## src/rtl/rgb_rx_monitor.sv

```systemverilog
// rgb_rx_monitor
// Receive-side monitor for a parallel RGB LCD interface (hs/vs/de + 24-bit data).
// Recovers per-pixel x/y, measures active/total line and frame geometry,
// declares lock once the geometry is stable, and samples one probe pixel per frame.
//
// Ports
//   i_rgb_clk, i_rgb_rst_n          pixel clock, async active-low reset
//   i_rgb_hs/vs/de/data             video input (hs/vs polarity set by SYNC_POL)
//   i_probe_x/y                     probe coordinate
//   o_rx_valid/data/x/y             input pixel delayed by 2 clocks, with its position
//   o_h_active/o_v_active           active pixels per line / active lines per frame
//   o_h_total/o_v_total             clocks per line / lines per frame
//   o_probe_rgb                     pixel captured at the probe coordinate last frame
//   o_frame_done                    one-cycle pulse per vs assert edge
//   o_locked                        geometry stable for LOCK_FRAMES frames
//   o_frame_sum                     rotate-xor checksum of the last frame
//                                   (only when RGB_RX_CHECKSUM_EN is defined)
//
// Lock FSM
//   state      | meaning
//   ST_SEARCH  | no reference geometry yet
//   ST_TRACK   | reference held, counting matching frames
//   ST_LOCKED  | LOCK_FRAMES consecutive matching frames seen
module rgb_rx_monitor #(
    parameter int SYNC_POL    = 0,
    parameter int CNT_W       = 12,
    parameter int LOCK_FRAMES = 3
) (
    input  logic             i_rgb_clk,
    input  logic             i_rgb_rst_n,
    input  logic             i_rgb_hs,
    input  logic             i_rgb_vs,
    input  logic             i_rgb_de,
    input  logic [23:0]      i_rgb_data,
    input  logic [CNT_W-1:0] i_probe_x,
    input  logic [CNT_W-1:0] i_probe_y,
    output logic             o_rx_valid,
    output logic [23:0]      o_rx_data,
    output logic [CNT_W-1:0] o_rx_x,
    output logic [CNT_W-1:0] o_rx_y,
    output logic [CNT_W-1:0] o_h_active,
    output logic [CNT_W-1:0] o_v_active,
    output logic [CNT_W-1:0] o_h_total,
    output logic [CNT_W-1:0] o_v_total,
    output logic [23:0]      o_probe_rgb,
    output logic             o_frame_done,
`ifdef RGB_RX_CHECKSUM_EN
    output logic [23:0]      o_frame_sum,
`endif
    output logic             o_locked
);

    typedef enum logic [1:0] {ST_SEARCH, ST_TRACK, ST_LOCKED} lock_state_t;

    localparam logic [CNT_W-1:0] CNT_ONE = {{(CNT_W-1){1'b0}}, 1'b1};
    localparam logic [3:0]       LOCK_N  = 4'(LOCK_FRAMES);

    function automatic logic [CNT_W-1:0] sat_inc(input logic [CNT_W-1:0] v);
        return (&v) ? v : v + CNT_ONE;
    endfunction

    logic             hs_s1_q, hs_s1_d, vs_s1_q, vs_s1_d, de_s1_q, de_s1_d;
    logic [23:0]      data_s1_q, data_s1_d;
    logic             hs_s2_q, hs_s2_d, vs_s2_q, vs_s2_d;
    logic             rx_valid_q, rx_valid_d;
    logic [23:0]      rx_data_q, rx_data_d;
    logic [CNT_W-1:0] rx_x_q, rx_x_d, rx_y_q, rx_y_d, row_q, row_d;
    logic             line_act_q, line_act_d;
    logic [CNT_W-1:0] v_cnt_q, v_cnt_d, h_cnt_q, h_cnt_d, v_tot_cnt_q, v_tot_cnt_d;
    logic             h_act_armed_q, h_act_armed_d, h_tot_armed_q, h_tot_armed_d;
    logic             v_armed_q, v_armed_d;
    logic [CNT_W-1:0] h_active_q, h_active_d, v_active_q, v_active_d;
    logic [CNT_W-1:0] h_total_q, h_total_d, v_total_q, v_total_d;
    logic [23:0]      probe_cap_q, probe_cap_d, probe_rgb_q, probe_rgb_d;
    logic             probe_hit_q, probe_hit_d, frame_done_q, frame_done_d;
    lock_state_t      state_q, state_d;
    logic [CNT_W-1:0] ref_h_q, ref_h_d, ref_v_q, ref_v_d;
    logic [3:0]       match_q, match_d;
`ifdef RGB_RX_CHECKSUM_EN
    logic [23:0]      sum_q, sum_d, frame_sum_q, frame_sum_d;
`endif

    logic hs_rise, vs_rise, de_rise, de_fall, line_end, hit_now, frame_eval, geo_match;

    assign hs_rise  = hs_s1_q & ~hs_s2_q;
    assign vs_rise  = vs_s1_q & ~vs_s2_q;
    // rx_valid_q is the S2 copy of DE
    assign de_rise  = de_s1_q & ~rx_valid_q;
    assign de_fall  = ~de_s1_q & rx_valid_q;
    // a line cut by a vs edge is not counted as a frame line
    assign line_end = de_fall & line_act_q & ~vs_rise;
    assign hit_now  = rx_valid_q && (rx_x_q == i_probe_x) && (rx_y_q == i_probe_y);

    always_comb begin
        hs_s1_d       = (SYNC_POL != 0) ? i_rgb_hs : ~i_rgb_hs;
        vs_s1_d       = (SYNC_POL != 0) ? i_rgb_vs : ~i_rgb_vs;
        de_s1_d       = i_rgb_de;
        data_s1_d     = i_rgb_data;
        hs_s2_d       = hs_s1_q;
        vs_s2_d       = vs_s1_q;
        rx_valid_d    = de_s1_q;
        rx_data_d     = data_s1_q;
        rx_x_d        = rx_x_q;
        rx_y_d        = rx_y_q;
        row_d         = row_q;
        line_act_d    = line_act_q;
        v_cnt_d       = v_cnt_q;
        h_cnt_d       = hs_rise ? CNT_ONE : sat_inc(h_cnt_q);
        v_tot_cnt_d   = v_tot_cnt_q;
        h_act_armed_d = h_act_armed_q;
        h_tot_armed_d = h_tot_armed_q;
        v_armed_d     = v_armed_q;
        h_active_d    = h_active_q;
        v_active_d    = v_active_q;
        h_total_d     = h_total_q;
        v_total_d     = v_total_q;
        probe_cap_d   = probe_cap_q;
        probe_hit_d   = probe_hit_q;
        probe_rgb_d   = probe_rgb_q;
        frame_done_d  = vs_rise;

        if (vs_rise)       row_d = '0;
        else if (line_end) row_d = sat_inc(row_q);

        if (de_s1_q) begin
            rx_x_d = rx_valid_q ? sat_inc(rx_x_q) : '0;
            rx_y_d = row_d;
        end

        if (de_rise)                 line_act_d = 1'b1;
        else if (vs_rise || de_fall) line_act_d = 1'b0;

        if (vs_rise)       v_cnt_d = '0;
        else if (line_end) v_cnt_d = sat_inc(v_cnt_q);

        if (de_fall) begin
            h_act_armed_d = 1'b1;
            if (h_act_armed_q) h_active_d = sat_inc(rx_x_q);
        end

        if (hs_rise) begin
            h_tot_armed_d = 1'b1;
            if (h_tot_armed_q) h_total_d = h_cnt_q;
        end

        // an hs edge on the vs clock belongs to the new frame
        if (vs_rise)      v_tot_cnt_d = hs_rise ? CNT_ONE : '0;
        else if (hs_rise) v_tot_cnt_d = sat_inc(v_tot_cnt_q);

        if (vs_rise) begin
            v_armed_d   = 1'b1;
            probe_hit_d = 1'b0;
            if (v_armed_q) begin
                v_active_d = v_cnt_q;
                v_total_d  = v_tot_cnt_q;
                if (hit_now)          probe_rgb_d = rx_data_q;
                else if (probe_hit_q) probe_rgb_d = probe_cap_q;
            end
        end else if (hit_now) begin
            probe_hit_d = 1'b1;
            probe_cap_d = rx_data_q;
        end
    end

`ifdef RGB_RX_CHECKSUM_EN
    always_comb begin
        sum_d       = sum_q;
        frame_sum_d = frame_sum_q;
        if (vs_rise) begin
            frame_sum_d = sum_q;
            sum_d       = '0;
        end else if (rx_valid_q) begin
            sum_d = {sum_q[22:0], sum_q[23]} ^ rx_data_q;
        end
    end
`endif

    assign frame_eval = vs_rise & v_armed_q;
    assign geo_match  = (h_active_q == ref_h_q) && (v_cnt_q == ref_v_q);

    always_comb begin
        state_d = state_q;
        ref_h_d = ref_h_q;
        ref_v_d = ref_v_q;
        match_d = match_q;
        if (frame_eval) begin
            if (state_q == ST_SEARCH || !geo_match) begin
                ref_h_d = h_active_q;
                ref_v_d = v_cnt_q;
                match_d = 4'd1;
                state_d = (LOCK_N == 4'd1) ? ST_LOCKED : ST_TRACK;
            end else if (state_q == ST_TRACK) begin
                match_d = match_q + 4'd1;
                if (match_q + 4'd1 == LOCK_N) state_d = ST_LOCKED;
            end
        end
    end

    always_ff @(posedge i_rgb_clk or negedge i_rgb_rst_n) begin
        if (!i_rgb_rst_n) begin
            hs_s1_q <= 1'b0; vs_s1_q <= 1'b0; de_s1_q <= 1'b0; data_s1_q <= '0;
            hs_s2_q <= 1'b0; vs_s2_q <= 1'b0;
            rx_valid_q <= 1'b0; rx_data_q <= '0; rx_x_q <= '0; rx_y_q <= '0;
            row_q <= '0; line_act_q <= 1'b0;
            v_cnt_q <= '0; h_cnt_q <= '0; v_tot_cnt_q <= '0;
            h_act_armed_q <= 1'b0; h_tot_armed_q <= 1'b0; v_armed_q <= 1'b0;
            h_active_q <= '0; v_active_q <= '0; h_total_q <= '0; v_total_q <= '0;
            probe_cap_q <= '0; probe_hit_q <= 1'b0; probe_rgb_q <= '0;
            frame_done_q <= 1'b0;
            state_q <= ST_SEARCH; ref_h_q <= '0; ref_v_q <= '0; match_q <= '0;
`ifdef RGB_RX_CHECKSUM_EN
            sum_q <= '0; frame_sum_q <= '0;
`endif
        end else begin
            hs_s1_q <= hs_s1_d; vs_s1_q <= vs_s1_d; de_s1_q <= de_s1_d; data_s1_q <= data_s1_d;
            hs_s2_q <= hs_s2_d; vs_s2_q <= vs_s2_d;
            rx_valid_q <= rx_valid_d; rx_data_q <= rx_data_d; rx_x_q <= rx_x_d; rx_y_q <= rx_y_d;
            row_q <= row_d; line_act_q <= line_act_d;
            v_cnt_q <= v_cnt_d; h_cnt_q <= h_cnt_d; v_tot_cnt_q <= v_tot_cnt_d;
            h_act_armed_q <= h_act_armed_d; h_tot_armed_q <= h_tot_armed_d; v_armed_q <= v_armed_d;
            h_active_q <= h_active_d; v_active_q <= v_active_d;
            h_total_q <= h_total_d; v_total_q <= v_total_d;
            probe_cap_q <= probe_cap_d; probe_hit_q <= probe_hit_d; probe_rgb_q <= probe_rgb_d;
            frame_done_q <= frame_done_d;
            state_q <= state_d; ref_h_q <= ref_h_d; ref_v_q <= ref_v_d; match_q <= match_d;
`ifdef RGB_RX_CHECKSUM_EN
            sum_q <= sum_d; frame_sum_q <= frame_sum_d;
`endif
        end
    end

    assign o_rx_valid   = rx_valid_q;
    assign o_rx_data    = rx_data_q;
    assign o_rx_x       = rx_x_q;
    assign o_rx_y       = rx_y_q;
    assign o_h_active   = h_active_q;
    assign o_v_active   = v_active_q;
    assign o_h_total    = h_total_q;
    assign o_v_total    = v_total_q;
    assign o_probe_rgb  = probe_rgb_q;
    assign o_frame_done = frame_done_q;
    assign o_locked     = (state_q == ST_LOCKED);
`ifdef RGB_RX_CHECKSUM_EN
    assign o_frame_sum  = frame_sum_q;
`endif

endmodule

```

## config.mk

```make
export PLATFORM = sky130hd
export DESIGN_NAME = rgb_rx_monitor
export DESIGN_NICKNAME = d
export VERILOG_FILES = /design/src/rtl/rgb_rx_monitor.sv
export SDC_FILE = /design/constraint.sdc
export NUM_CORES = 1
export LEC_CHECK = 0
export CAP_MARGIN = 20
export CORE_UTILIZATION = 30
export CTS_BUF_LIST = sky130_fd_sc_hd__clkbuf_8 sky130_fd_sc_hd__clkbuf_16
export CTS_CLUSTER_SIZE = 30
export DETAILED_ROUTE_END_ITERATION = 7
export GPL_ROUTABILITY_DRIVEN = 0
export PLACE_DENSITY = 0.6
export SLEW_MARGIN = 20
export SYNTH_ARGS = -nofsm -noshare
export SYNTH_HDL_FRONTEND = slang
export SYNTH_SLANG_ARGS = --single-unit
export TNS_END_PERCENT = 5
```

## constraint.sdc

```tcl
create_clock -name i_rgb_clk -period 2.7 [get_ports i_rgb_clk]
set_input_delay 0.675 -clock i_rgb_clk [delete_from_list [all_inputs] [get_ports i_rgb_clk]]
set_output_delay 0.675 -clock i_rgb_clk [all_outputs]
set_load 0.01 [all_outputs]
```

# Word-level counts from Yosys, hierarchy flattened
# Cells that the tools add are included.
# W data, S select, Z words.
# word_totals
register_bits	258
in_bits	53
output_inout_bits	123
# classes
n_addsub	6
eq_ne	10
muxes	25
n_bitwise	14
n_reduce_logical	29
# ops
operator	n
$mux W12	13
$add A12 B1 Y12 const B	5
$reduce_and A12 Y1	5
$eq A12 B12 Y1	4
$mux W24	2
$reduce_and A2 Y1	8
$reduce_bool A2 Y1	7
$mux W4	2
$and A1 B1 Y1	7
$not A1 Y1	7
$mux W2	3
$ne A2 B2 Y1 const B	3
$reduce_and A3 Y1	2
$mux W1	5
$add A4 B1 Y4 const B	1
$eq A4 B2 Y1 const B	1
$logic_and A1 B1 Y1	3
$eq A2 B1 Y1 const B	1
$eq A2 B2 Y1 const B	1
$logic_not A2 Y1	1
$logic_or A1 B1 Y1	2
$logic_not A1 Y1	1

# Logic depth before layout (Yosys ltp)
# Gate-level depths: netlist of the first run.
# depth
depth_word	6
depth_mapped	8
ltp_nobuf	6

# Worst setup path after synthesis of the first run
# No wires, ideal clock.
# synth_path
path_kind	in2reg
start	input port i_probe_x[8]
end	register probe_cap_q[12]
arrival_ps	2121
required_ps	2572
setup_slack_ps	451
path_stages	6
n_path_buf	1
cell_sequence	or2b_1 > nand4_1 > nor4_4 > nand4_4 > buf_6 > mux2_1
# synth_via
elab_chain_cells	4
# synth_lines
item	line_no	text
start: declaration	35	input logic [CNT_W-1:0] i_probe_x,
$eq A12 B12 Y1	92	assign hit_now = rx_valid_q && (rx_x_q == i_probe_x) && (rx_y_q == i_probe_y);
$logic_and A1 B1 Y1 (2 in series)	92	
$reduce_and A2 Y1 (no source line)	--	
end signal: assignment	223	probe_cap_q <= probe_cap_d; probe_hit_q <= probe_hit_d; probe_rgb_q <= probe_rgb_d;
end: declaration	74	logic [23:0] probe_cap_q, probe_cap_d, probe_rgb_q, probe_rgb_d;
# Every way passes these cells.
# A chain may end at the register's enable or synchronous reset.

# Final worst setup path of the first run
# layout_path
start	input port i_probe_y[8]
end	register probe_rgb_q[3], in the netlist o_probe_rgb[3]
# layout_via
elab_chain_cells	4
# layout_lines
item	line_no	text
start: declaration	36	input logic [CNT_W-1:0] i_probe_y,
$eq A12 B12 Y1 *	92	
$logic_and A1 B1 Y1 *	92	
$reduce_bool A2 Y1 (no source line)	--	
$reduce_and A3 Y1 (no source line)	--	
end signal: assignment	223	
end: declaration	74	
# Mark *: on every way between the ends. The rest lies on a longest branch, timed or not.

==> impl_metrics.tcl, run 1 <==
set metrics [dict create \
    path_cells "clkdlybuf4s50_1, xnor2_1, nand2_1, or4_2, buf_12, o311ai_0, nand3_1" \
    grt-ovfl-total 0 \
    dpl.hpwl_mm 21.9 \
    fmax_mhz 387 \
    worstPathArrival_ps 3000 \
    grt_max_degree 71 \
    placementRows 72 \
    synthAdderAreaFrac_pct 0.731 \
    drt-total-wl_mm 32.7 \
    synth_warnings 0 \
    diodes 0 \
    cp_slowest_cell "or4_2" \
    yosys-top-cells-area "dfrtp_1 54%, nand2_1 3.9%, xnor2_1 3.8%" \
    fin_nets 1339 \
    max-cap-violations 0 \
    antenna_found_initial 0 \
    worstPathRequired_ps 3110 \
    fin_ws_ps 115 \
    synth_simple_gate_area_share_pct 18.8 \
    clockBufferDepth 3 \
    grt_pass1_wl_mm 52.1 \
    hold_violations 0 \
    yosysTopAreaCell "dfrtp_1" \
    syn-num-nets 1157 \
    die_area_sq_um 40700 \
    hold_path_class "register to register" \
    vias 9137 \
    ys_seq_area_share_pct 53.9 \
    die_x_um 202 \
    startpoint_type "primary input" \
    drt_iter0_markers 481 \
    cts_tree "built" \
    synth_ff_type "dfrtp_1" \
    start_util_pct 30.7 \
    crit_path_end_kind "register" \
    avgSynthCellArea_sq_um 10.9 \
    fin_worst_skew_ps 22.2 \
    vdd_drop_max_mv 0.474 \
    synthArstFlopShare_pct 100 \
    period_share_pct 95.8 \
    syn_inst 1097 \
    fin_crit_ps 2590 \
    worstSetupPathType "primary input to register" \
    numCtsBuffers 30 \
    clk_pin_slew_ps 60 \
    final_common_cell "dfrtp_1" \
    port_buffers 175 \
    rsz0062_at_grt "no" \
    critPathMaxStageDelay_ps 620 \
    core_sq_um 39000 \
    grt_pass1_vias 9191 \
    worstPathMaxFanout 48 \
    synth_edf_count 0 \
    slew_violations 0 \
    place_ws_ps -465 \
    via_per_inst 5.02 \
    root_buffer "clkbuf_16" \
    first_pass_iters 5 \
    post-route-drc-count 0 \
    ys_ff_latch 258 \
    die_h_um 202 \
    max_slew_margin_pct 33.1 \
    power.density_nw_per_um2 604 \
    setup_viol_count_final 0 \
    area_growth_pct 29.1 \
    grt_use_total_pct 15.8 \
    p_leak_nw 6.88 \
    cts_max_level 1 \
    wl_per_cell_um 18.0 \
    worstMarginPinSlew_ps 1000 \
    synth_xor_area_share_pct 5.04 \
    outcome "completed" \
    hold-worst-slack_ps 347 \
    synth_top_family_by_area "simple AND/OR/NAND/NOR gates" \
    synth_cell_types 61 \
    synth_compound_area_share_pct 10.7 \
    synth.mux.area_fraction_pct 7.43 \
    final_cell_mix "258 x dfrtp_1, 174 x clkdlybuf4s50_1, 125 x nand2_1" \
    clock-sinks 258 \
    clk_latency_ps 560 \
    drtAntennaViolNets 0 \
    synth_top_area_share_pct 53.9 \
    synth_area_sq_um 12000 \
    drive_gt1_share_pct 12.5 \
    ios 176 \
    cts_setup_buffers 0 \
]
## cell type report
| type | instances | area [sq um] |
|---|---|---|
| multi-input combinational | 746 | 5130 |
| clock inverter | 17 | 82.6 |
| sequential | 258 | 6460 |
| inverter | 17 | 63.8 |
| fill | 3754 | 23500 |
| clock buffer | 37 | 858 |
| timing repair buffer | 226 | 2240 |
| tap | 518 | 648 |
## critical path, delay by kind of cell
kind            cells  cell delay [ps]
compound gates      1              390
buf+inv             2              730
simple gates        3              820
xor+xnor            1              360
## worst paths after layout
kind	endpoint	slack [ps]	from	cells past startpoint
hold / removal	o_rx_data[16]	350	data_s1_q[16]	0
setup reg to reg	o_probe_rgb[3]	300	o_rx_x[4]	6
max in group asynchronous	o_v_active[9]	1430	i_rgb_rst_n	3
setup / recovery	o_probe_rgb[3]	110	i_probe_y[8]	7
hold reg to reg	o_rx_data[16]	350	data_s1_q[16]	0
min in group asynchronous	h_cnt_q[8]	570	i_rgb_rst_n	2
## flip-flops by register name (all words and copies together), names as in the netlist, 24 cells and up
signal       cells
probe_cap_q     24
o_rx_data       24
o_probe_rgb     24
data_s1_q       24
## per-layer routing
metal  global-route usage (%)  routed length, um  up-vias
met5                        0                  0        -
met4                     4.38                792        0
met3                     2.71               1390       47
met2                     25.6              15500      202
met1                     21.8              15000     4554
li1                         -                  -     4334
## power by group
part / internal [mW] / switching (mW)
clock: 2.23 / 1.59
combinational: 0.605 / 0.615
sequential: 4.08 / 0.225
total: 6.91 / 2.43
## cell families (layout without fill, tap and decap cells)
family                   after synthesis  in the layout
AND/OR/NAND/NOR                      423            423
flip-flops                           258            258
multiplexers                          74             74
adder cells (fa/ha/maj)                7              7
XOR/XNOR                              69             69
AO/OA/AOI/OAI                        173            173
buffers and inverters                 93            297
## repair_timing
action | CTS | global route
resized for setup | 0 | 0
hold buffers | 1 | 0
setup endpoints to repair | 0 | 0
endpoints found under the hold margin | 28 | 0
## synthesized netlist by cell type (30+ instances only)
cell type and number:
o311ai_0 30, nand4_1 34, xnor2_1 52, nand2_1 125
o31ai_1 30, dfrtp_1 258, mux2_2 34, and3_1 55
nor2_1 41, nand3_1 59, clkbuf_1 51
## stage by stage
stage	TNS, ps	cell area (sq um)	instances	utilization [%]	power, mW
6_report	0	15500	1819	39.7	9.34
5_1_grt	0	15500	1819	39.7	9.77
4_1_cts	0	15500	1819	39.7	9.48
3_5_place_dp	-14060	14500	1764	37.2	5.61
3_3_place_gp	-12720	14500	1764	37.2	5.59
2_1_floorplan	0	12000	1097	-	4.96
(Power assumes the default switching activity.)
==> run 2, diff against run 1 <==
--- a/config.mk
+++ b/config.mk
@@ -6,8 +6,8 @@
 export NUM_CORES = 1
 export LEC_CHECK = 0
 export CAP_MARGIN = 20
+export CORE_MARGIN = 4
 export CORE_UTILIZATION = 30
-export CTS_BUF_LIST = sky130_fd_sc_hd__clkbuf_8 sky130_fd_sc_hd__clkbuf_16
 export CTS_CLUSTER_SIZE = 30
 export DETAILED_ROUTE_END_ITERATION = 7
 export GPL_ROUTABILITY_DRIVEN = 0
==> constraint.sdc (replaced) <==
create_clock -name i_rgb_clk -period 2.9 [get_ports i_rgb_clk]
set_input_delay 0.725 -clock i_rgb_clk [delete_from_list [all_inputs] [get_ports i_rgb_clk]]
set_output_delay 0.725 -clock i_rgb_clk [all_outputs]
set_load 0.01 [all_outputs]
==> impl_metrics.tcl, run 2 (same netlist as run 1, synthesis figures left out) <==
set metrics [dict create \
    stdcell_area_sq_um 15400 \
    cts_max_level 1 \
    diodes 0 \
    crit_start "i_probe_x[6]" \
    worstReg2RegEnd "o_probe_rgb[20]" \
    grt-ovfl-total 0 \
    clock-sinks 258 \
    worstSetupPathType "primary input to register" \
    outcome "completed" \
    max_slew_margin_pct 38.6 \
    instances_no_fill 1806 \
    place_area_sq_um 14400 \
    first_pass_iters 5 \
    cts.repair.resized 0 \
    final_cell_mix "258 x dfrtp_1, 174 x clkdlybuf4s50_1, 125 x nand2_1" \
    startpoint_type "primary input" \
    grt_use_total_pct 15.1 \
    fillers 3764 \
    drtAntennaViolNets 0 \
    rsz0062_at_grt "no" \
    core_sq_um 39100 \
    rr_startpoint "o_rx_x[6]" \
    power.density_nw_per_um2 572 \
    period_share_pct 90.0 \
    cts_tree "built" \
    start_util_pct 30.7 \
    hold_violations 0 \
    hold_buffers 0 \
    drive_gt1_share_pct 11.8 \
    grt_pass1_wl_mm 54.1 \
    cpMostUsedCell "nand3_1" \
    worstMarginPinSlew_ps 909 \
    wl_per_cell_um 18.4 \
    port_buffers 175 \
    numCtsBuffers 30 \
    die_area_sq_um 43200 \
    cts_setup_buffers 0 \
    area_growth_pct 28.5 \
    worstPathArrival_ps 3020 \
    clk_latency_ps 550 \
    vdd_drop_max_mv 0.472 \
    fin_crit_ps 2610 \
    post-route-drc-count 0 \
    root_buffer "clkbuf_16" \
    critPathMaxStageDelay_ps 720 \
    dp.cells 1750 \
    worstPathRequired_ps 3310 \
    placementRows 72 \
    path_cells "clkdlybuf4s50_1, xnor2_1, nand3_1, or4_2, buf_12, o311ai_0, nand3_1" \
    antenna_found_initial 1 \
    clk_pin_slew_ps 60 \
    vias 9124 \
    clockBufferDepth 3 \
    r2r_cells 6 \
    ios 176 \
    final_common_cell "dfrtp_1" \
    path_buf_inv 2 \
    die_x_um 208 \
    p_leak_nw 6.78 \
    grt_max_degree 72 \
    fin_worst_skew_ps 12.1 \
    dpl.hpwl_mm 22.2 \
    via_per_inst 5.05 \
    rrSetupSlack_ps 390 \
    cp_slowest_cell "or4_2" \
    crit_path_end_kind "register" \
    worstPathMaxFanout 48 \
    max-cap-violations 0 \
    crit_family "simple AND/OR/NAND/NOR gates" \
    setup_viol_count_final 0 \
    tns_ps 0 \
    grt_pass1_vias 9401 \
    drt-total-wl_mm 33.2 \
    slew_violations 0 \
    fin_nets 1324 \
    fmax_mhz 383 \
    die_h_um 208 \
    hold_path_class "primary input to asynchronous set/reset pin" \
    drt_iter0_markers 664 \
]
[run 2: cell types whose count changed in the layout (fill, tap and decap cells not counted)]
cell,change
clkbuf_1,+9
buf_4,-14
bufinv_16,+1
clkinv_4,+1
clkinvlp_4,+1
inv_1,-10
dlygate4sd3_1,-1
[run 2: metal layers]
| metal | global-route usage [%] | wire length [um] | part of all wire, % | vias up |
|---|---|---|---|---|
| met5 | 0 | 11 | 0.033 | - |
| met3 | 3.19 | 1590 | 4.8 | 48 |
| met2 | 24.6 | 15900 | 48 | 210 |
| met1 | 20.5 | 14900 | 45 | 4556 |
| li1 | - | - | - | 4308 |
| met4 | 3.96 | 804 | 2.4 | 2 |
[run 2: area by class of cell]
cell class / instances / area, sq um / share of cell area, %
clock buffer: 46 / 892 / 5.79
clock inverter: 10 / 91.3 / 0.593
inverter: 17 / 63.8 / 0.414
multi-input combinational: 746 / 5130 / 33.3
sequential: 258 / 6460 / 41.9
tap: 518 / 648 / 4.21
timing repair buffer: 211 / 2130 / 13.8
[run 2: power by group]
group          switching [mW]  internal, mW  total [mW]
clock network            1.50          2.21        3.70
logic                   0.550         0.535        1.09
registers               0.218          3.80        4.02
[run 2: worst max-delay path by stage]
stage | end | cells after the start | slack, ps
2_1_floorplan | probe_cap_q[12] | 6 | 600
3_3_place_gp | o_probe_rgb[17] | 8 | -140
3_5_place_dp | o_probe_rgb[20] | 7 | -230
4_1_cts | o_locked | 3 | 290
5_1_grt | o_probe_rgb[6] | 7 | 200
6_report | o_probe_rgb[20] | 7 | 290
[run 2: stage by stage]
step                hold slack [ps]  util, %  worst slack [ps]  total power [mW]
floorplan                       331        -               601              4.62
global placement                332     36.9              -135              5.16
detailed placement              336     36.9              -227              5.18
CTS                             157     39.4               290              8.95
global route                    149     39.4               201              9.22
finish                          123     39.4               289              8.81
==> run 3, diff against run 2 <==
--- a/config.mk
+++ b/config.mk
@@ -12,6 +12,7 @@
 export DETAILED_ROUTE_END_ITERATION = 7
 export GPL_ROUTABILITY_DRIVEN = 0
 export PLACE_DENSITY = 0.6
+export SKIP_LAST_GASP = 1
 export SLEW_MARGIN = 20
 export SYNTH_ARGS = -nofsm -noshare
 export SYNTH_HDL_FRONTEND = slang
==> constraint.sdc (replaced) <==
create_clock -name i_rgb_clk -period 2.91 [get_ports i_rgb_clk]
set_input_delay 0.7275 -clock i_rgb_clk [delete_from_list [all_inputs] [get_ports i_rgb_clk]]
set_output_delay 0.7275 -clock i_rgb_clk [all_outputs]
set_load 0.01 [all_outputs]
==> impl_metrics.tcl, run 3 (same netlist as run 1, synthesis figures left out) <==
set metrics [dict create \
    numCtsBuffers 29 \
    drtAntennaViolNets 0 \
    slew_violations 0 \
    use_met3_pct 2.96 \
    setup_viol_count_final 0 \
    worstMarginPinSlew_ps 908 \
    via_per_inst 5.05 \
    area_growth_pct 27.6 \
    root_buffer "clkbuf_16" \
    grt-ovfl-total 0 \
    dpl.hpwl_mm 22.4 \
    worstPathMaxFanout 10 \
    clock-sinks 258 \
    drt_iter0_markers 636 \
    fin_worst_skew_ps 12.6 \
    wl_per_cell_um 18.3 \
    final_common_cell "dfrtp_1" \
    diodes 0 \
    use_met1_pct 20.1 \
    max_slew_margin_pct 38.6 \
    fin_util_pct 39.1 \
    fin_nets 1324 \
    worstPathRequired_ps 2180 \
    cts.repair.resized 0 \
    hold_path_class "primary input to asynchronous set/reset pin" \
    antenna_found_initial 1 \
    p_leak_nw 6.74 \
    grt_use_total_pct 14.8 \
    rsz0062_at_grt "no" \
    fmax_mhz 383 \
    port_buffers 175 \
    clockBufferDepth 3 \
    grt_pass1_vias 9335 \
    grt_max_degree 76 \
    clk_latency_ps 550 \
    stdcell_area_sq_um 15300 \
    dp.cells 1751 \
    cts_setup_buffers 0 \
    tns_ps 0 \
    final_cell_mix "258 x dfrtp_1, 174 x clkdlybuf4s50_1, 125 x nand2_1" \
    vias 9119 \
    die_x_um 208 \
    core_sq_um 39100 \
    hold-worst-slack_ps 125 \
    drt-total-wl_mm 33.0 \
    instances_no_fill 1804 \
    drive_gt1_share_pct 11.9 \
    rrSetupSlack_ps 490 \
    cts_tree "built" \
    cts_max_level 1 \
    place_area_sq_um 14400 \
    max-cap-violations 0 \
    post-route-drc-count 0 \
    clk_pin_slew_ps 60 \
    first_pass_iters 5 \
    startpoint_type "register" \
    hold_buffers 0 \
    vdd_drop_max_mv 0.504 \
    die_h_um 208 \
    ios 176 \
    worstPathArrival_ps 1880 \
    busiest_layer "met2" \
    worstSetupPathType "register to primary output" \
    grt_pass1_wl_mm 53.1 \
    fin_crit_ps 2610 \
    power.density_nw_per_um2 561 \
    start_util_pct 30.7 \
    period_share_pct 89.7 \
    hold_violations 0 \
    met2_usage_pct 24.2 \
    outcome "completed" \
    crit_path_end_kind "primary output" \
    die_area_sq_um 43200 \
    placementRows 72 \
]
==> run 3: changes by cell type in the layout (fill, tap and decap cells not counted) <==
cell       delta
clkbuf_1      -3
buf_4         +4
clkbuf_16     -2
clkinv_4      -1
clkbuf_8      -3
inv_6         +1
buf_12        -3
clkinv_2      +5
==> run 3: through the flow <==
stage | total power [mW] | worst slack, ps
6_report | 8.58 | 300
5_1_grt | 8.98 | 230
4_1_cts | 8.71 | 279
3_5_place_dp | 5.16 | -179
3_3_place_gp | 5.13 | -129
2_1_floorplan | 4.61 | 609
==> run 3: path summary, 6_finish.rpt <==
kind | from | to | cells after the start
worst min register to register | data_s1_q[11] | o_rx_data[11] | 0
min in group i_rgb_clk | data_s1_q[11] | o_rx_data[11] | 0
worst min-delay path | i_rgb_rst_n | o_h_total[8] | 1
worst max-delay path | state_q[1] | o_locked | 3
worst max register to register | o_rx_x[6] | o_probe_rgb[9] | 6
max in group asynchronous | i_rgb_rst_n | data_s1_q[13] | 2
==> run 3: routing by layer <==
layer  wire length, um  up-vias
met4              1040        2
met3              1500       65
li1                  -     4315
met1             15000     4522
met2             15500      215
met5                12        -
==> run 3: cell type report <==
class | instances | area (sq um)
repair buffers | 212 | 2100
clock inverters | 15 | 116
inverters | 17 | 63.8
multi-input cells | 746 | 5130
fillers | 3842 | 23800
clock buffers | 38 | 790
well taps | 518 | 648
flip-flops and latches | 258 | 6460
==> run 3: worst max-delay path: stages (launching register included) <==
cell and delay (ps):
dfrtp_1 520, inv_1 100, nor2_1 160, clkdlybuf4s50_1 560
==> run 3: power breakdown <==
group          switching [mW]  internal, mW
Clock                    1.49          2.00
Sequential              0.224          3.79
Combinational           0.545         0.528
Total                    2.26          6.32
